File: src/rtl/decode_ctrl_pipe_pkg.sv
// ctrl_pkg: shared types for the RV32I decode/control stage.
//   aluctrl_e   - ALU operation encoding driven into EX
//   immsrc_e    - immediate format selector for the EX immediate generator
//   resultsrc_e - writeback source select
//   ctrl_t      - bundle of decoded control fields carried through ID/EX
package ctrl_pkg;

    typedef enum logic [3:0] {
        ALU_ADD   = 4'd0,
        ALU_SUB   = 4'd1,
        ALU_AND   = 4'd2,
        ALU_OR    = 4'd3,
        ALU_XOR   = 4'd4,
        ALU_SLT   = 4'd5,
        ALU_SLTU  = 4'd6,
        ALU_SLL   = 4'd7,
        ALU_SRL   = 4'd8,
        ALU_SRA   = 4'd9,
        ALU_PASSB = 4'd10
    } aluctrl_e;

    typedef enum logic [2:0] {
        IMM_I = 3'd0,
        IMM_S = 3'd1,
        IMM_B = 3'd2,
        IMM_J = 3'd3,
        IMM_U = 3'd4
    } immsrc_e;

    typedef enum logic [1:0] {
        RES_ALU = 2'd0,
        RES_MEM = 2'd1,
        RES_PC4 = 2'd2
    } resultsrc_e;

    localparam logic [6:0] OP_R      = 7'h33;
    localparam logic [6:0] OP_IALU   = 7'h13;
    localparam logic [6:0] OP_LOAD   = 7'h03;
    localparam logic [6:0] OP_STORE  = 7'h23;
    localparam logic [6:0] OP_BRANCH = 7'h63;
    localparam logic [6:0] OP_JAL    = 7'h6F;
    localparam logic [6:0] OP_JALR   = 7'h67;
    localparam logic [6:0] OP_LUI    = 7'h37;
    localparam logic [6:0] OP_AUIPC  = 7'h17;

    typedef struct packed {
        logic       regwrite;
        logic       memwrite;
        logic       alusrc;
        logic       branch;
        logic       jump;
        logic       jalr;
        logic       illegal;
        aluctrl_e   aluctrl;
        immsrc_e    immsrc;
        resultsrc_e resultsrc;
        logic [2:0] funct3;
    } ctrl_t;

    // ALU op for the R / I-ALU groups. instr[30] selects SUB only on the
    // R path (on I-type it is an immediate bit), but selects SRA on both.
    function automatic aluctrl_e alu_op(input logic [2:0] f3, input logic b30,
                                        input logic is_r);
        aluctrl_e op;
        case (f3)
            3'd0:    op = (is_r && b30) ? ALU_SUB : ALU_ADD;
            3'd1:    op = ALU_SLL;
            3'd2:    op = ALU_SLT;
            3'd3:    op = ALU_SLTU;
            3'd4:    op = ALU_XOR;
            3'd5:    op = b30 ? ALU_SRA : ALU_SRL;
            3'd6:    op = ALU_OR;
            default: op = ALU_AND;
        endcase
        return op;
    endfunction

endpackage

File: src/rtl/decode_ctrl_pipe_instr_decoder.sv
// instr_decoder: purely combinational RV32I opcode/funct decode.
//   instr    in  32-bit instruction word
//   ctrl     out decoded control fields
//   rd/rs1/rs2 out register indices (rd zeroed when nothing is written)
//   rs1_used/rs2_used out source-operand use flags for hazard detection
module instr_decoder
    import ctrl_pkg::*;
#(
    parameter int REG_ADDR_W = 5
) (
    input  logic [31:0]           instr,
    output ctrl_t                 ctrl,
    output logic [REG_ADDR_W-1:0] rd,
    output logic [REG_ADDR_W-1:0] rs1,
    output logic [REG_ADDR_W-1:0] rs2,
    output logic                  rs1_used,
    output logic                  rs2_used
);

    logic [6:0] opcode;
    logic [2:0] f3;
    logic       unused_bits;

    assign opcode      = instr[6:0];
    assign f3          = instr[14:12];
    assign rs1         = REG_ADDR_W'(instr[19:15]);
    assign rs2         = REG_ADDR_W'(instr[24:20]);
    assign unused_bits = ^{instr[31], instr[29:25]};

    always_comb begin
        ctrl     = '0;
        rs1_used = 1'b0;
        rs2_used = 1'b0;
        case (opcode)
            OP_R: begin
                ctrl.regwrite = 1'b1;
                ctrl.aluctrl  = alu_op(f3, instr[30], 1'b1);
                rs1_used      = 1'b1;
                rs2_used      = 1'b1;
            end
            OP_IALU: begin
                ctrl.regwrite = 1'b1;
                ctrl.alusrc   = 1'b1;
                ctrl.immsrc   = IMM_I;
                ctrl.aluctrl  = alu_op(f3, instr[30], 1'b0);
                rs1_used      = 1'b1;
            end
            OP_LOAD: begin
                ctrl.regwrite  = 1'b1;
                ctrl.alusrc    = 1'b1;
                ctrl.resultsrc = RES_MEM;
                ctrl.immsrc    = IMM_I;
                ctrl.funct3    = f3;
                rs1_used       = 1'b1;
            end
            OP_STORE: begin
                ctrl.memwrite = 1'b1;
                ctrl.alusrc   = 1'b1;
                ctrl.immsrc   = IMM_S;
                ctrl.funct3   = f3;
                rs1_used      = 1'b1;
                rs2_used      = 1'b1;
            end
            OP_BRANCH: begin
                ctrl.branch  = 1'b1;
                ctrl.aluctrl = ALU_SUB;
                ctrl.immsrc  = IMM_B;
                ctrl.funct3  = f3;
                rs1_used     = 1'b1;
                rs2_used     = 1'b1;
            end
            OP_JAL: begin
                ctrl.regwrite  = 1'b1;
                ctrl.jump      = 1'b1;
                ctrl.immsrc    = IMM_J;
                ctrl.resultsrc = RES_PC4;
            end
            OP_JALR: begin
                ctrl.regwrite  = 1'b1;
                ctrl.jump      = 1'b1;
                ctrl.jalr      = 1'b1;
                ctrl.alusrc    = 1'b1;
                ctrl.immsrc    = IMM_I;
                ctrl.resultsrc = RES_PC4;
                rs1_used       = 1'b1;
            end
            OP_LUI: begin
                ctrl.regwrite = 1'b1;
                ctrl.alusrc   = 1'b1;
                ctrl.immsrc   = IMM_U;
                ctrl.aluctrl  = ALU_PASSB;
            end
            OP_AUIPC: begin
                // operand A is ex_pc; EX picks that from the opcode-free
                // combination alusrc=1 / immsrc=U / aluctrl=ADD
                ctrl.regwrite = 1'b1;
                ctrl.alusrc   = 1'b1;
                ctrl.immsrc   = IMM_U;
                ctrl.aluctrl  = ALU_ADD;
            end
            default: ctrl.illegal = 1'b1;
        endcase
    end

    // rd bits of S/B encodings are immediate bits; hide them so a store or
    // branch never looks like a writer to downstream forwarding logic
    assign rd = ctrl.regwrite ? REG_ADDR_W'(instr[11:7]) : '0;

endmodule

File: src/rtl/decode_ctrl_pipe.sv
// decode_ctrl_pipe: RV32I decode/control stage with ID/EX register,
// load-use stall FSM and EX flush.
//   clk, rst_n          clock, async active-low reset
//   if_valid/instr/pc   instruction from IF (held while id_ready is low)
//   flush               EX redirect, kills ID/EX and any pending stall
//   id_ready            ID accepts this cycle
//   ex_*                registered decode of the ID/EX instruction
module decode_ctrl_pipe
    import ctrl_pkg::*;
#(
    parameter int XLEN         = 32,
    parameter int REG_ADDR_W   = 5,
    parameter int ALUCTRL_W    = 4,
    parameter int STALL_CYCLES = 1
) (
    input  logic                  clk,
    input  logic                  rst_n,
    input  logic                  if_valid,
    input  logic [XLEN-1:0]       instr,
    input  logic [XLEN-1:0]       pc,
    input  logic                  flush,
    output logic                  id_ready,
    output logic                  ex_valid,
    output logic                  ex_regwrite,
    output logic                  ex_memwrite,
    output logic                  ex_alusrc,
    output logic                  ex_branch,
    output logic                  ex_jump,
    output logic                  ex_jalr,
    output logic                  ex_illegal,
    output logic [ALUCTRL_W-1:0]  ex_aluctrl,
    output logic [2:0]            ex_immsrc,
    output logic [1:0]            ex_resultsrc,
    output logic [2:0]            ex_funct3,
    output logic [REG_ADDR_W-1:0] ex_rd,
    output logic [REG_ADDR_W-1:0] ex_rs1,
    output logic [REG_ADDR_W-1:0] ex_rs2,
    output logic [XLEN-1:0]       ex_pc
);

    // counter holds remaining STALL cycles minus one
    localparam int CNT_W = (STALL_CYCLES > 2) ? $clog2(STALL_CYCLES - 1) : 1;

    typedef enum logic {S_RUN, S_STALL} state_e;

    state_e                state, state_nxt;
    logic [CNT_W-1:0]      cnt, cnt_nxt;

    ctrl_t                 dec;
    logic [REG_ADDR_W-1:0] dec_rd, dec_rs1, dec_rs2;
    logic                  rs1_used, rs2_used;

    ctrl_t                 ex_q;
    logic                  hazard, transfer;

    instr_decoder #(.REG_ADDR_W(REG_ADDR_W)) u_dec (
        .instr    (instr[31:0]),
        .ctrl     (dec),
        .rd       (dec_rd),
        .rs1      (dec_rs1),
        .rs2      (dec_rs2),
        .rs1_used (rs1_used),
        .rs2_used (rs2_used)
    );

    // bubbles carry rd = 0, so they can never trip this
    assign hazard = if_valid && ex_valid && (ex_q.resultsrc == RES_MEM) &&
                    (ex_rd != '0) &&
                    ((rs1_used && (dec_rs1 == ex_rd)) ||
                     (rs2_used && (dec_rs2 == ex_rd)));

    assign transfer = if_valid && id_ready;

    always_ff @(posedge clk or negedge rst_n) begin
        if (!rst_n) begin
            state <= S_RUN;
            cnt   <= '0;
        end else begin
            state <= state_nxt;
            cnt   <= cnt_nxt;
        end
    end

    always_comb begin
        state_nxt = state;
        cnt_nxt   = cnt;
        id_ready  = 1'b0;
        if (flush) begin
            state_nxt = S_RUN;
            cnt_nxt   = '0;
        end else begin
            case (state)
                S_RUN: begin
                    id_ready = !hazard;
                    // the hazard cycle itself is the first bubble
                    if (hazard && (STALL_CYCLES > 1)) begin
                        state_nxt = S_STALL;
                        cnt_nxt   = CNT_W'(STALL_CYCLES - 2);
                    end
                end
                default: begin
                    if (cnt == '0) state_nxt = S_RUN;
                    else           cnt_nxt   = cnt - 1'b1;
                end
            endcase
        end
    end

    // ID/EX register: a non-transfer cycle (incl. flush and stall) loads
    // an all-zero bubble
    always_ff @(posedge clk or negedge rst_n) begin
        if (!rst_n) begin
            ex_valid <= 1'b0;
            ex_q     <= '0;
            ex_rd    <= '0;
            ex_rs1   <= '0;
            ex_rs2   <= '0;
            ex_pc    <= '0;
        end else if (transfer) begin
            ex_valid <= 1'b1;
            ex_q     <= dec;
            ex_rd    <= dec_rd;
            ex_rs1   <= dec_rs1;
            ex_rs2   <= dec_rs2;
            ex_pc    <= pc;
        end else begin
            ex_valid <= 1'b0;
            ex_q     <= '0;
            ex_rd    <= '0;
            ex_rs1   <= '0;
            ex_rs2   <= '0;
            ex_pc    <= '0;
        end
    end

    assign ex_regwrite  = ex_q.regwrite;
    assign ex_memwrite  = ex_q.memwrite;
    assign ex_alusrc    = ex_q.alusrc;
    assign ex_branch    = ex_q.branch;
    assign ex_jump      = ex_q.jump;
    assign ex_jalr      = ex_q.jalr;
    assign ex_illegal   = ex_q.illegal;
    assign ex_aluctrl   = ALUCTRL_W'(ex_q.aluctrl);
    assign ex_immsrc    = ex_q.immsrc;
    assign ex_resultsrc = ex_q.resultsrc;
    assign ex_funct3    = ex_q.funct3;

endmodule

File: config.mk
export PLATFORM = sky130hd
export DESIGN_NAME = decode_ctrl_pipe
export DESIGN_NICKNAME = d
export VERILOG_FILES = /design/src/rtl/decode_ctrl_pipe_pkg.sv /design/src/rtl/decode_ctrl_pipe_instr_decoder.sv /design/src/rtl/decode_ctrl_pipe.sv
export SDC_FILE = /design/constraint.sdc
export NUM_CORES = 1
export LEC_CHECK = 0
export ABC_AREA = 1
export CAP_MARGIN = 20
export CORE_MARGIN = 3
export CORE_UTILIZATION = 33
export CTS_CLUSTER_DIAMETER = 120
export DETAILED_ROUTE_END_ITERATION = 16
export GPL_TIMING_DRIVEN = 0
export PLACE_DENSITY = 0.7
export SKIP_CTS_REPAIR_TIMING = 1
export SYNTH_ARGS = -nofsm -noshare
export SYNTH_HDL_FRONTEND = slang
export SYNTH_SLANG_ARGS = --single-unit
File: constraint.sdc
create_clock -name clk -period 1.32 [get_ports clk]
set_input_delay 0.33 -clock clk [delete_from_list [all_inputs] [get_ports clk]]
set_output_delay 0.33 -clock clk [all_outputs]
set_load 0.02 [all_outputs]
## Word level (Yosys, flattened, before mapping)

Index checks and enable logic that the tools add are counted.

| storage, ports and cells | value |
|---|---|
| register bits after elaboration | 69 |
| input port bits | 68 |
| output and inout port bits | 68 |
| word-level logic and storage cells | 89 |

| cells by class | value |
|---|---|
| $add $sub $neg | 1 |
| eq/ne operators | 18 |
| muxes and demuxes | 32 |
| reductions and logical operators | 20 |

Operators by type and width:

| kind | number |
|---|---|
| one-hot mux 4 bit (7 select lines) | 2 |
| 2-to-1 mux 32 bit | 1 |
| == test 7 x 6 -> 1 bit (second input constant) | 3 |
| == test 7 bit (second input constant) | 3 |
| 2-to-1 mux 1 bit | 20 |
| 2-to-1 mux 5 bit | 4 |
| 2-to-1 mux 19 bit | 1 |
| one-hot mux 4 bit (4 select lines) | 1 |
| == test 7 x 5 -> 1 bit (second input constant) | 2 |
| one-hot mux 3 bit (4 select lines) | 1 |
| OR reduction 6 bit | 2 |
| == test 5 bit | 2 |
| == test 3 bit (second input constant) | 3 |
| OR reduction 9 bit | 1 |
| == test 7 x 2 -> 1 bit (second input constant) | 1 |
| logical AND 1 bit | 7 |
| OR reduction 7 bit | 1 |
| == test 3 x 2 -> 1 bit (second input constant) | 2 |
| OR reduction 3 bit | 2 |
| nonzero test 5 bit | 1 |
| one-hot mux 2 bit (2 select lines) | 1 |
| OR reduction 2 bit | 2 |
| == test 3 x 1 -> 1 bit (second input constant) | 1 |
| logical NOT 3 bit | 1 |
| 6 further kinds | 6 |

## Depth between registers and ports, before layout

Gate-level depths: netlist of the first run.

| logic depth | value |
|---|---|
| depth after elaboration | 11 |
| gate-level depth with buffers | 13 |
| depth with buffers taken out | 11 |

## By module

From an unflattened synthesis of the first run, not the netlist that was laid out.

| unflattened totals | value |
|---|---|
| cell total of the unflattened synthesis | 357 |
| area, all modules | 3,116.7 sq um |

By module, submodules not included:

| module | instances | cells an instance | area each (sq um) | seq. area each (sq um) |
|---|---|---|---|---|
| decode_ctrl_pipe | 1 | 260 | 2,616.3 | 1,676.6 |
| instr_decoder | 1 | 97 | 500.5 | 0.0 |

## Worst setup path after synthesis of the first run

Ideal clock, no wire load.

| timing path | value |
|---|---|
| kind | flip-flop to flip-flop |
| start | register ex_rd[3] |
| end | register ex_q, in the netlist ex_alusrc |
| setup time | 0.123 ns |
| arrival time | 1.422 ns |
| required time | 1.197 ns |
| slack | -0.225 ns |
| cell stages (with the launch flop) | 14 |
| path buffers | 2 |
| clock period less this slack | 1.545 ns |
| path through | dfrtp_1 -> inv_1 -> nand2_1 -> nand2_1 -> nor2_1 -> nand2_1 -> nor2_1 -> nand2_1 -> nand2_1 -> nand2_1 -> nand3_2 -> buf_8 -> buf_8 -> nor2_2 |

| on the way | value |
|---|---|
| word-level cells in the longest chain between the ends | 9 |
| elaborated cells between the ends (all ways) | 13 |
| those cells by class | eq/ne: 2; mux: 3; reduce/logical: 8 |

RTL lines:

| element | RTL line | RTL |
|---|---|---|
| start: declaration | decode_ctrl_pipe.sv:35 | `output logic [REG_ADDR_W-1:0] ex_rd,` |
| start signal: assignment | decode_ctrl_pipe.sv:122 | `ex_rd <= dec_rd;` |
| == test 5 bit (on tied branches) | decode_ctrl_pipe.sv:69, decode_ctrl_pipe.sv:70 |  |
| logical AND 1 bit (on tied branches) | decode_ctrl_pipe.sv:69, decode_ctrl_pipe.sv:70 |  |
| logical OR 1 bit | decode_ctrl_pipe.sv:69 | `((rs1_used && (dec_rs1 == ex_rd)) \|\|` |
| logical AND 1 bit * | decode_ctrl_pipe.sv:68 | `(ex_rd != '0) &&` |
| logical NOT 1 bit * | decode_ctrl_pipe.sv:94 | `id_ready = !hazard;` |
| 2-to-1 mux 1 bit * | decode_ctrl_pipe.sv:92 | `case (state)` |
| 2-to-1 mux 1 bit * | decode_ctrl_pipe.sv:88 | `if (flush) begin` |
| logical AND 1 bit * | decode_ctrl_pipe.sv:72 | `assign transfer = if_valid && id_ready;` |
| 2-to-1 mux 19 bit * | decode_ctrl_pipe.sv:119 | `end else if (transfer) begin` |
| end signal: assignment | decode_ctrl_pipe.sv:114 | `ex_q <= '0;` |
| end signal: assignment | decode_ctrl_pipe.sv:121 | `ex_q <= dec;` |
| end signal: assignment | decode_ctrl_pipe.sv:128 | `ex_q <= '0;` |
| end: declaration | decode_ctrl_pipe.sv:53 | `ctrl_t ex_q;` |

Mark *: on every way between the ends. The rest lies on a longest branch, timed or not.
A chain may end at the register's enable or synchronous reset.

## Worst setup path after layout of the first run

| timing path | value |
|---|---|
| start | input instr[16] |
| end | output id_ready |

| on the way | value |
|---|---|
| word-level cells in the longest chain between the ends | 7 |

RTL lines:

| element | RTL line | RTL |
|---|---|---|
| start: declaration | decode_ctrl_pipe.sv:19 | `input logic [XLEN-1:0] instr,` |
| == test 5 bit | decode_ctrl_pipe.sv:69 |  |
| logical AND 1 bit | decode_ctrl_pipe.sv:69 |  |
| logical OR 1 bit | decode_ctrl_pipe.sv:69 |  |
| logical AND 1 bit | decode_ctrl_pipe.sv:68 |  |
| logical NOT 1 bit | decode_ctrl_pipe.sv:94 |  |
| 2-to-1 mux 1 bit | decode_ctrl_pipe.sv:92 |  |
| 2-to-1 mux 1 bit | decode_ctrl_pipe.sv:88 |  |
| end: declaration | decode_ctrl_pipe.sv:22 | `output logic id_ready,` |

No other way between the ends.

==> results of run 1 <==
==> registers in the layout, indices dropped and copies added (netlist names), 2 cells and up <==
signal	flops
ex_rs2	5
ex_rd	5
ex_pc	32
ex_resultsrc	2
ex_immsrc	3
ex_funct3	3
ex_rs1	5
ex_aluctrl	4
==> final cells by class <==
class / count / share of cell area [%]
inverters: 64 / 4.87
flip-flops and latches: 67 / 34.1
plain buffers: 8 / 2.46
repair buffers: 150 / 34.9
multi-input cells: 156 / 17.2
clock inverters: 5 / 1.06
clock buffers: 11 / 2.86
well taps: 102 / 2.59
==> cell usage after synthesis (all sizes together) <==
cell type,n,share of area (%)
a311oi,1,0.32
a31oi,1,0.23
o21a,1,0.27
nand2,31,4.5
xnor2,4,1.3
or2,2,0.45
nand4,4,0.90
inv,64,8.7
buf,7,2.7
xor2,1,0.32
clkbuf,1,0.14
nor3,4,0.72
a21oi,2,0.36
dfrtp,67,61
nor2,86,15
nand3,10,2.0
a21o,1,0.27
o21ai,7,1.3
o221ai,1,0.32
==> metrics by stage <==
step / TNS, ns / power [W] / utilization (%) / setup slack [ns] / hold WS, ns
2_1_floorplan: -6.54 / 0.00241 / - / -0.149 / 0.0344
3_3_place_gp: -205.46 / 0.00279 / 52.8 / -2.44 / 0.692
3_5_place_dp: -57.24 / 0.00280 / 52.8 / -1.27 / 0.491
4_1_cts: -53.68 / 0.00448 / 55.2 / -1.27 / 0.119
5_1_grt: -37.50 / 0.00472 / 62.3 / -0.716 / 0.161
6_report: -30.57 / 0.00453 / 62.3 / -0.609 / 0.0895
==> worst register-to-register path, delay by kind of cell (launching register included) <==
kind,cells,cell delay (ns)
AND/OR/NAND/NOR,10,0.79
buffers and inverters,3,0.49
flip-flops,1,0.43
==> cells by family after synthesis <==
family                 Yosys count  share of synthesized area, %
AND/OR/NAND/NOR                137                          23.2
buffers and inverters           72                          11.5
flip-flops                      67                          60.6
AO/OA/AOI/OAI                   14                          3.03
XOR/XNOR                         5                          1.58
==> power by group through the flow <==
stage / sequential, W / combinational [W] / clock [W]
floorplan: 0.00224 / 0.000176 / 0
global placement: 0.00216 / 0.000626 / 0
detailed placement: 0.00216 / 0.000633 / 0
CTS: 0.00212 / 0.000636 / 0.00172
global route: 0.00213 / 0.000785 / 0.00181
finish: 0.00212 / 0.000728 / 0.00169
==> layer usage <==
metal  track usage [%]  part of all wire, %
met1              18.2                   43
met2              25.7                   51
met3              3.02                  5.1
met4              6.71                  1.7
met5                 0                    0
==> worst max-delay path by stage <==
stage,start,end,slack (ns),depth (start not counted)
3_3_place_gp,rst_n,ex_rd[4],-2.44,1
4_1_cts,instr[6],id_ready,-1.27,12
2_1_floorplan,ex_rd[1],ex_rd[0],-0.15,10
3_5_place_dp,instr[6],id_ready,-1.27,12
5_1_grt,ex_rd[4],id_ready,-0.72,11
6_report,instr[16],id_ready,-0.61,11
==> results.tsv, run 1 <==
stage	metric	value	unit
layout	layout_commonest_cell	dlymetal6s2s_1	
yosys	ys_seq_elements	67	
placed_design	gp_congestion	0.875	
routing	vias_per_cell	4.37	
cts	cts_root_buf	clkbuf_8	
critical_path	worstPathRequired	0.99	ns
routing	drtAntennaViolNets	0	
pwr	p_per_area	919	nW/um2
layout	antenna_cells	0	
pwr	power_leakage	3.45	nW
floorplanning	die_w	97.5	um
layout	drive_gt1_share	26.5	%
critical_path	crit_fanout	3	
pwr	internal_power	0.00340	W
critical_path	worst_setup_path_start_kind	input pin	
floorplanning	die_h	97.5	um
sta	rsz0062_at_grt	yes	
outcome	violations	negative setup slack	
cts	clock_latency	0.34	ns
pwr	power_switching	0.00113	W
floorplanning	initial_core_util	34.9	%
routing	drc	0	
layout	final_cell_count_no_fill	563	
yosys	synth_cells	295	
routing	dr.pass1.iters	4	
pwr	peakVddDrop	438	uV
cts	cts_max_path_buffers	2	
sta	fin_skew	0.00929	ns
pwr	combPwrFrac	16.1	%
layout	nFillCells	650	
routing	drt-initial-drc-count	43	
critical_path	timing.critical_path.cells	clkdlybuf4s50_1 -> inv_1 -> or2_0 -> nand3_1 -> nor2_1 -> nand2_1 -> nand2_1 -> nand2_2 -> nand2_2 -> inv_2 -> buf_6	
critical_path	cpMaxStageDelayCell	clkdlybuf4s50_1	
min_path	worst_hold_path_type	in -> async	
critical_path	path_buf_inv	4	
pwr	seqPwrFrac	46.8	%
global_route	grt_pass1_vias	2359	
cts	htreeDepth	3	
global_route	grt_pass1_wl	11200	um
critical_path	slowest_delay	0.46	ns
yosys	synth_area	2770	um2
critical_path	cp-end-kind	output pin	
global_route	grt_use_total	15.0	%
job	maxCapViolCount	0	
sta	worstMarginPinSlew	0.815	ns
floorplanning	core-area	7930	um2
sta	drv_slew	0	
layout	syn2layout_area_growth	78.5	%
layout	final_cell_mix	dlymetal6s2s_1, dfrtp_1, inv_1, clkdlybuf4s50_1, nor2_2	
sta	maxSlewHeadroom	45.7	%
sta	finalSetupViolations	69	
cts	clock_sinks	67	
placed_design	dpl_cell_area	4180	um2
floorplanning	die_area	9510	um2
cts	cts-buffers-inserted	9	
sta	timing.fmax	0.518	GHz
cts	path_clk_slew	0.08	ns
cts	cts_tree	yes	
sta	period_share	146	%
global_route	grt_overflow	0	
sta	min_period	1.93	ns
routing	finalWirelength	7920	um
global_route	grt_max_degree	68	
layout	regArea	1680	um2
yosys	synth_area_per_cell	9.37	um2
pwr	switching_share	24.9	%
outcome	status	finished with violations	
critical_path	crit_family	buffers and inverters	
placed_design	portBuffers	128	
routing	vias	2463	
critical_path	critPathKind	in -> out	
layout	final_nets	524	
floorplanning	fp-row-count	32	
yosys	syn_nets	363	
routing	wl_per_cell	14.1	um
layout	design_area	4940	um2
global_route	antenna_found_initial	0	
pwr	pwr-share-clk	37.2	%
critical_path	r2r_cells	13	
placed_design	post-dp-hpwl	5260	um
yosys	yosys_warnings	0	
critical_path	r2r_end	ex_aluctrl[1]	
sta	setup_ws	-0.609	ns
yosys	synth-seq-area-share	60.6	%
critical_path	reg2reg_slack	-0.49	ns
floorplanning	io_pins	136	
critical_path	crit_arrival	1.60	ns
yosys	yosysUniqueCellTypes	25	
placed_design	dp.cells	525	
sta	hold_violations	0	
critical_path	reg2reg_from	ex_rd[4]	
layout	multiInputGateArea	847	um2
No activity file was read; power rests on OpenSTA's default activity.
==> run 2, diff against run 1 <==
--- a/config.mk
+++ b/config.mk
@@ -9,9 +9,11 @@
 export CAP_MARGIN = 20
 export CORE_MARGIN = 3
 export CORE_UTILIZATION = 33
+export CTS_BUF_LIST = sky130_fd_sc_hd__clkbuf_4 sky130_fd_sc_hd__clkbuf_8
 export CTS_CLUSTER_DIAMETER = 120
 export DETAILED_ROUTE_END_ITERATION = 16
 export GPL_TIMING_DRIVEN = 0
+export HOLD_SLACK_MARGIN = 0.12
 export PLACE_DENSITY = 0.7
 export SKIP_CTS_REPAIR_TIMING = 1
 export SYNTH_ARGS = -nofsm -noshare
==> run 2 against run 1 <==
  * The flow still finishes with violations (negative setup slack)
  * Largest power group unchanged
  * Global-route usage down 0.073 points
  * Worst hold slack improved by 0.0080 ns
  * Total power grew 0.65%
  * Core utilization increased by 0.35 points
  * Wire length increased by 3.3%
  * Design area increased by 0.56%
==> results.tsv, run 2 (synthesized netlist as in run 1, its figures left out) <==
stage	metric	value	unit	change
floorplanning	die_w	97.5	um	unchanged
layout	layout_commonest_cell	dlymetal6s2s_1		unchanged
layout	multiInputGateArea	882	um2	was 847 um2
global_route	grt_max_degree	68		unchanged
critical_path	worstPathRequired	0.99	ns	about the same
routing	finalWirelength	8190	um	was 7920 um
routing	wl_per_cell	14.6	um	was 14.1 um
cts	clock_sinks	67		unchanged
layout	antenna_cells	0		unchanged
global_route	grt_pass1_wl	11200	um	about the same
critical_path	path_buf_inv	4		unchanged
routing	vias_per_cell	4.38		was 4.37
critical_path	worst_setup_path_start_kind	input pin		unchanged
floorplanning	io_pins	136		unchanged
critical_path	cpMaxStageDelayCell	clkdlybuf4s50_1		unchanged
min_path	worst_hold_path_type	in -> async		unchanged
layout	largest_register_ffs	32		unchanged
sta	worstMarginPinSlew	0.815	ns	about the same
pwr	peakVddDrop	438	uV	about the same
sta	timing.fmax	0.508	GHz	was 0.518 GHz
sta	setup_ws	-0.649	ns	was -0.609 ns
global_route	grtUsageMet3	3.45	%	was 3.02%
sta	maxSlewHeadroom	45.7	%	about the same
job	maxCapViolCount	0		unchanged
global_route	top_usage_layer	met2		unchanged
pwr	internal_power	0.00343	W	was 0.00340 W
pwr	p_per_area	920	nW/um2	was 919 nW/um2
layout	post-route-util	62.6	%	was 62.3%
critical_path	reg2reg_slack	-0.52	ns	was -0.49 ns
sta	finalSetupViolations	69		unchanged
layout	top_register	ex_pc		unchanged
pwr	power_switching	0.00114	W	was 0.00113 W
pwr	seqPwrFrac	46.5	%	was 46.8%
pwr	switching_share	24.9	%	about the same
sta	fin_hold_ws	0.0975	ns	was 0.0895 ns
pwr	pwr-share-clk	37.3	%	was 37.2%
sta	hold_violations	0		unchanged
layout	regArea	1680	um2	unchanged
cts	path_clk_slew	0.07	ns	was 0.08 ns
sta	period_share	149	%	was 146%
routing	vias	2464		was 2,463
layout	nFillCells	637		was 650
routing	drc	0		unchanged
global_route	use_met1	18.2	%	about the same
cts	cts-buffers-inserted	9		unchanged
sta	drv_slew	0		unchanged
outcome	status	finished with violations		unchanged
placed_design	post-dp-hpwl	5260	um	unchanged
global_route	antenna_found_initial	0		unchanged
floorplanning	core-area	7930	um2	unchanged
layout	final_nets	523		was 524
placed_design	gp_congestion	0.875		unchanged
critical_path	crit_family	buffers and inverters		unchanged
critical_path	critPathKind	in -> out		unchanged
cts	cts_tree	yes		unchanged
sta	min_period	1.97	ns	was 1.93 ns
routing	drt-initial-drc-count	42		was 43
global_route	grt_use_met2	25.7	%	about the same
critical_path	slowest_delay	0.47	ns	was 0.46 ns
sta	fin_skew	0.00538	ns	was 0.00929 ns
pwr	power_leakage	3.44	nW	was 3.45 nW
critical_path	crit_arrival	1.64	ns	was 1.60 ns
placed_design	portBuffers	128		unchanged
cts	cts_root_buf	clkbuf_8		unchanged
layout	syn2layout_area_growth	79.5	%	was 78.5%
floorplanning	die_area	9510	um2	unchanged
layout	final_cell_mix	dlymetal6s2s_1, dfrtp_1, nor2_2, inv_1, clkdlybuf4s50_1		was dlymetal6s2s_1, dfrtp_1, inv_1, clkdlybuf4s50_1, nor2_2
floorplanning	fp-row-count	32		unchanged
critical_path	timing.critical_path.cells	clkdlybuf4s50_1 -> inv_2 -> or2_0 -> nand3_1 -> nor2_1 -> nand2_1 -> nand2_1 -> nand2_2 -> nand2_2 -> inv_2 -> buf_6		was clkdlybuf4s50_1 -> inv_1 -> or2_0 -> nand3_1 -> nor2_1 -> nand2_1 -> nand2_1 -> nand2_2 -> nand2_2 -> inv_2 -> buf_6
routing	dr.pass1.iters	4		unchanged
sta	rsz0062_at_grt	yes		unchanged
pwr	combPwrFrac	16.2	%	was 16.1%
cts	cts_max_path_buffers	2		unchanged
cts	htreeDepth	3		unchanged
critical_path	cp-end-kind	output pin		unchanged
floorplanning	initial_core_util	34.9	%	unchanged
floorplanning	die_h	97.5	um	unchanged
critical_path	crit_fanout	3		unchanged
global_route	grt_pass1_vias	2363		was 2,359
routing	drtAntennaViolNets	0		unchanged
cts	clock_latency	0.33	ns	was 0.34 ns
outcome	violations	negative setup slack		unchanged
global_route	grt_overflow	0		unchanged
global_route	grt_use_total	15.0	%	about the same
layout	drive_gt1_share	29.8	%	was 26.5%
-- run 2: cell count changes in the layout (fill, tap and decap cells not counted) --
cell / change
buf_6: -1
clkbuf_1: -1
clkbuf_4: +1
inv_2: +1
nor2_2: +14
inv_1: -1
nor2_1: -14
-- run 2: through the flow --
stage	cell area (um2)	setup WS (ns)	power (W)	setup TNS, ns	cells
2_1_floorplan	2780	-0.149	0.00241	-6.54	295
3_3_place_gp	4190	-2.44	0.00279	-205.46	525
3_5_place_dp	4180	-1.27	0.00280	-57.24	525
4_1_cts	4380	-1.27	0.00450	-53.68	541
5_1_grt	4960	-0.752	0.00476	-38.37	562
6_report	4960	-0.649	0.00456	-33.47	562
-- run 2: layout make-up --
type / count / area share, %
repair buffers: 149 / 34.5
multi-input cells: 156 / 17.8
clock inverters: 5 / 1.06
clock buffers: 11 / 2.92
plain buffers: 8 / 2.45
inverters: 64 / 4.84
well taps: 102 / 2.57
flip-flops and latches: 67 / 33.9
-- run 2: final timing paths --
kind,from,endpoint,cells past startpoint
worst max-delay path,instr[16],id_ready,11
worst min-delay path,rst_n,ex_rs1[3],1
worst max register to register,ex_rd[4],ex_aluctrl[1],13
worst min register to register,ex_resultsrc[0],ex_rs2[3],7
max in group asynchronous,rst_n,ex_rd[0],1
min in group clk,instr[18],ex_rs1[3],3
-- run 2: layer usage --
metal | wire (um) | part of all wire (%)
met2 | 4260 | 52
met5 | 0 | 0
met1 | 3360 | 41
met4 | 157 | 1.9
met3 | 412 | 5.0
-- run 2: power by group through the flow --
stage | combinational, W | clock [W] | sequential, W
3_3_place_gp | 0.000626 | 0 | 0.00216
4_1_cts | 0.000636 | 0.00174 | 0.00212
2_1_floorplan | 0.000176 | 0 | 0.00224
3_5_place_dp | 0.000633 | 0 | 0.00216
5_1_grt | 0.000798 | 0.00184 | 0.00213
6_report | 0.000741 | 0.00170 | 0.00212
==> run 3, diff against run 2 <==
--- a/config.mk
+++ b/config.mk
@@ -6,7 +6,7 @@
 export NUM_CORES = 1
 export LEC_CHECK = 0
 export ABC_AREA = 1
-export CAP_MARGIN = 20
+export CAP_MARGIN = 15
 export CORE_MARGIN = 3
 export CORE_UTILIZATION = 33
 export CTS_BUF_LIST = sky130_fd_sc_hd__clkbuf_4 sky130_fd_sc_hd__clkbuf_8
@@ -14,7 +14,7 @@
 export DETAILED_ROUTE_END_ITERATION = 16
 export GPL_TIMING_DRIVEN = 0
 export HOLD_SLACK_MARGIN = 0.12
-export PLACE_DENSITY = 0.7
+export PLACE_DENSITY = 0.71
 export SKIP_CTS_REPAIR_TIMING = 1
 export SYNTH_ARGS = -nofsm -noshare
 export SYNTH_HDL_FRONTEND = slang
==> constraint.sdc (replaced) <==
create_clock -name clk -period 2.1 [get_ports clk]
set_input_delay 0.525 -clock clk [delete_from_list [all_inputs] [get_ports clk]]
set_output_delay 0.525 -clock clk [all_outputs]
set_load 0.02 [all_outputs]
==> run 3 against run 2 <==
  * The run still ends with negative setup slack left
  * Highest routed layer unchanged
  * Critical path depth did not move
  * First-iteration DRC count is 40% higher
  * Worst setup slack better by 0.50 ns
  * Clock power decreased by 29%
  * Largest power group unchanged
  * Register-to-register slack improved by 0.83 ns
  * Die area stayed put
  * Via count fell by 3.1%
  * Critical path type unchanged
  * Total power is 36% lower
  * Sequential share of layout area up 3.3 points
  * Combinational power fell by 46%
==> results.tsv, run 3 (synthesized netlist as in run 1, its figures left out) <==
stage	metric	value	unit	change
outcome	status	finished with violations		unchanged
outcome	violations	negative setup slack		unchanged
global_route	grtUsageMet3	3.45	%	unchanged
sta	setup_ws	-0.144	ns	was -0.649 ns
placed_design	portBuffers	128		unchanged
critical_path	worstPathRequired	1.57	ns	was 0.99 ns
cts	cts_root_buf	clkbuf_8		unchanged
pwr	p_per_area	653	nW/um2	was 920 nW/um2
routing	drt-initial-drc-count	59		was 42
floorplanning	die_h	97.5	um	unchanged
cts	cts_max_path_buffers	2		unchanged
sta	worstMarginPinSlew	0.826	ns	was 0.815 ns
global_route	antenna_found_initial	0		unchanged
floorplanning	die_area	9510	um2	unchanged
layout	final_cell_mix	clkdlybuf4s50_1, dfrtp_1, inv_1, nor2_1, nor2_2		was dlymetal6s2s_1, dfrtp_1, nor2_2, inv_1, clkdlybuf4s50_1
routing	dr.pass1.iters	4		unchanged
sta	fin_hold_ws	0.292	ns	was 0.0975 ns
cts	clock_latency	0.33	ns	about the same
pwr	combPwrFrac	13.6	%	was 16.2%
floorplanning	fp-row-count	32		unchanged
sta	fin_skew	0.00906	ns	was 0.00538 ns
cts	htreeDepth	3		unchanged
global_route	top_usage_layer	met2		unchanged
critical_path	worst_setup_path_start_kind	input pin		unchanged
critical_path	crit_fanout	2		was 3
sta	finalSetupViolations	1		was 69
sta	timing.fmax	0.446	GHz	
layout	final_nets	506		was 523
placed_design	gp_congestion	0.881		was 0.875
global_route	grt_pass1_vias	2330		was 2,363
layout	largest_register_ffs	32		unchanged
floorplanning	core-area	7930	um2	unchanged
global_route	grt_max_degree	68		unchanged
floorplanning	die_w	97.5	um	unchanged
routing	wl_per_cell	13.2	um	was 14.6 um
sta	maxSlewHeadroom	44.9	%	was 45.7%
sta	min_period	2.24	ns	
pwr	power	0.00294	W	was 0.00456 W
layout	syn2layout_area_growth	62.9	%	was 79.5%
global_route	grt_use_total	14.7	%	was 15.0%
cts	cts-buffers-inserted	9		unchanged
routing	vias	2387		was 2,464
min_path	worst_hold_path_type	in -> async		unchanged
pwr	power_switching	0.000687	W	was 0.00114 W
sta	period_share	107	%	
routing	drtAntennaViolNets	0		unchanged
critical_path	cp-end-kind	output pin		unchanged
placed_design	post-dp-hpwl	5310	um	was 5260 um
global_route	grt_use_met2	25.5	%	was 25.7%
global_route	grt_pass1_wl	11100	um	was 11,200 um
routing	vias_per_cell	4.38		about the same
routing	finalWirelength	7220	um	was 8190 um
cts	clock_sinks	67		unchanged
layout	antenna_cells	0		unchanged
sta	rsz0062_at_grt	yes		unchanged
global_route	grt_overflow	0		unchanged
critical_path	critPathKind	in -> out		unchanged
layout	drive_gt1_share	18.5	%	was 29.8%
pwr	switching_share	23.4	%	was 24.9%
layout	top_register	ex_pc		unchanged
sta	drv_slew	0		unchanged
job	maxCapViolCount	0		unchanged
pwr	seqPwrFrac	45.4	%	was 46.5%
pwr	power_leakage	2.32	nW	was 3.44 nW
floorplanning	initial_core_util	34.9	%	unchanged
floorplanning	io_pins	136		unchanged
routing	drc	0		unchanged
layout	layout_commonest_cell	clkdlybuf4s50_1		was dlymetal6s2s_1
sta	hold_violations	0		unchanged
pwr	peakVddDrop	380	uV	was 438 uV
pwr	internal_power	0.00225	W	was 0.00343 W
global_route	use_met1	17.2	%	was 18.2%
critical_path	crit_arrival	1.72	ns	was 1.64 ns
cts	cts_tree	yes		unchanged
cts	path_clk_slew	0.07	ns	about the same
pwr	pwr-share-clk	41.0	%	was 37.3%
[run 3: changes by cell type in the layout (fill, tap and decap cells not counted), sizes merged]
cell / delta
dlymetal6s2s: -56
clkdlybuf4s50: +60
nand2: +1
buf: -13
clkinvlp: -1
bufinv: +1
clkbuf: -8
clkinv: -1
[run 3: worst max-delay path: stages]
cell and delay (ns):
clkdlybuf4s50_1 0.47, inv_1 0.05, nand2_1 0.06, nand4_1 0.08, nor2_1 0.12, nand2_1 0.07
nand2_2 0.06, nand2_2 0.06, nand2_1 0.05, inv_1 0.04, buf_6 0.12
[run 3: layout make-up]
| cell class | count | area [um2] |
|---|---|---|
| plain buffers | 8 | 78.8 |
| clock inverters | 4 | 73.8 |
| clock buffers | 12 | 153 |
| fillers | 701 | 3420 |
| flip-flops and latches | 67 | 1680 |
| well taps | 102 | 128 |
| multi-input cells | 157 | 812 |
| repair buffers | 131 | 1340 |
| inverters | 64 | 240 |
[run 3: stage by stage]
step	cells	instance area, um2	TNS [ns]	setup WS (ns)	util [%]
finish	545	4500	-0.144	-0.144	56.8
global route	545	4500	-0.227	-0.227	56.8
CTS	541	4400	-0.907	-0.907	55.5
detailed placement	525	4170	-18.22	-0.905	52.6
global placement	525	4170	-125.88	-1.64	52.7
floorplan	295	2770	0	0.292	-
[run 3: path summary, 6_finish.rpt]
| check | startpoint | to | slack, ns | cells past startpoint |
|---|---|---|---|---|
| max in group asynchronous | rst_n | ex_illegal | 1.26 | 1 |
| setup reg to reg | ex_rd[4] | ex_illegal | 0.31 | 14 |
| hold / removal | rst_n | ex_rd[3] | 0.29 | 1 |
| hold reg to reg | ex_resultsrc[0] | ex_pc[31] | 1.01 | 7 |
| setup / recovery | instr[23] | id_ready | -0.14 | 11 |
| min in group clk | instr[16] | ex_rs1[1] | 0.46 | 3 |
[run 3: layer usage]
layer  share of wire [%]  up-vias
li1                    -     1149
met1                  41     1141
met2                  51       87
met3                 5.9       10
met4                 2.0        0
met5                   0        -
[run 3: power groups by stage]
stage	clock, W	combinational [W]	sequential, W
floorplan	0	0.000110	0.00141
global placement	0	0.000393	0.00136
detailed placement	0	0.000399	0.00136
CTS	0.00124	0.000401	0.00133
global route	0.00129	0.000435	0.00134
finish	0.00121	0.000401	0.00133
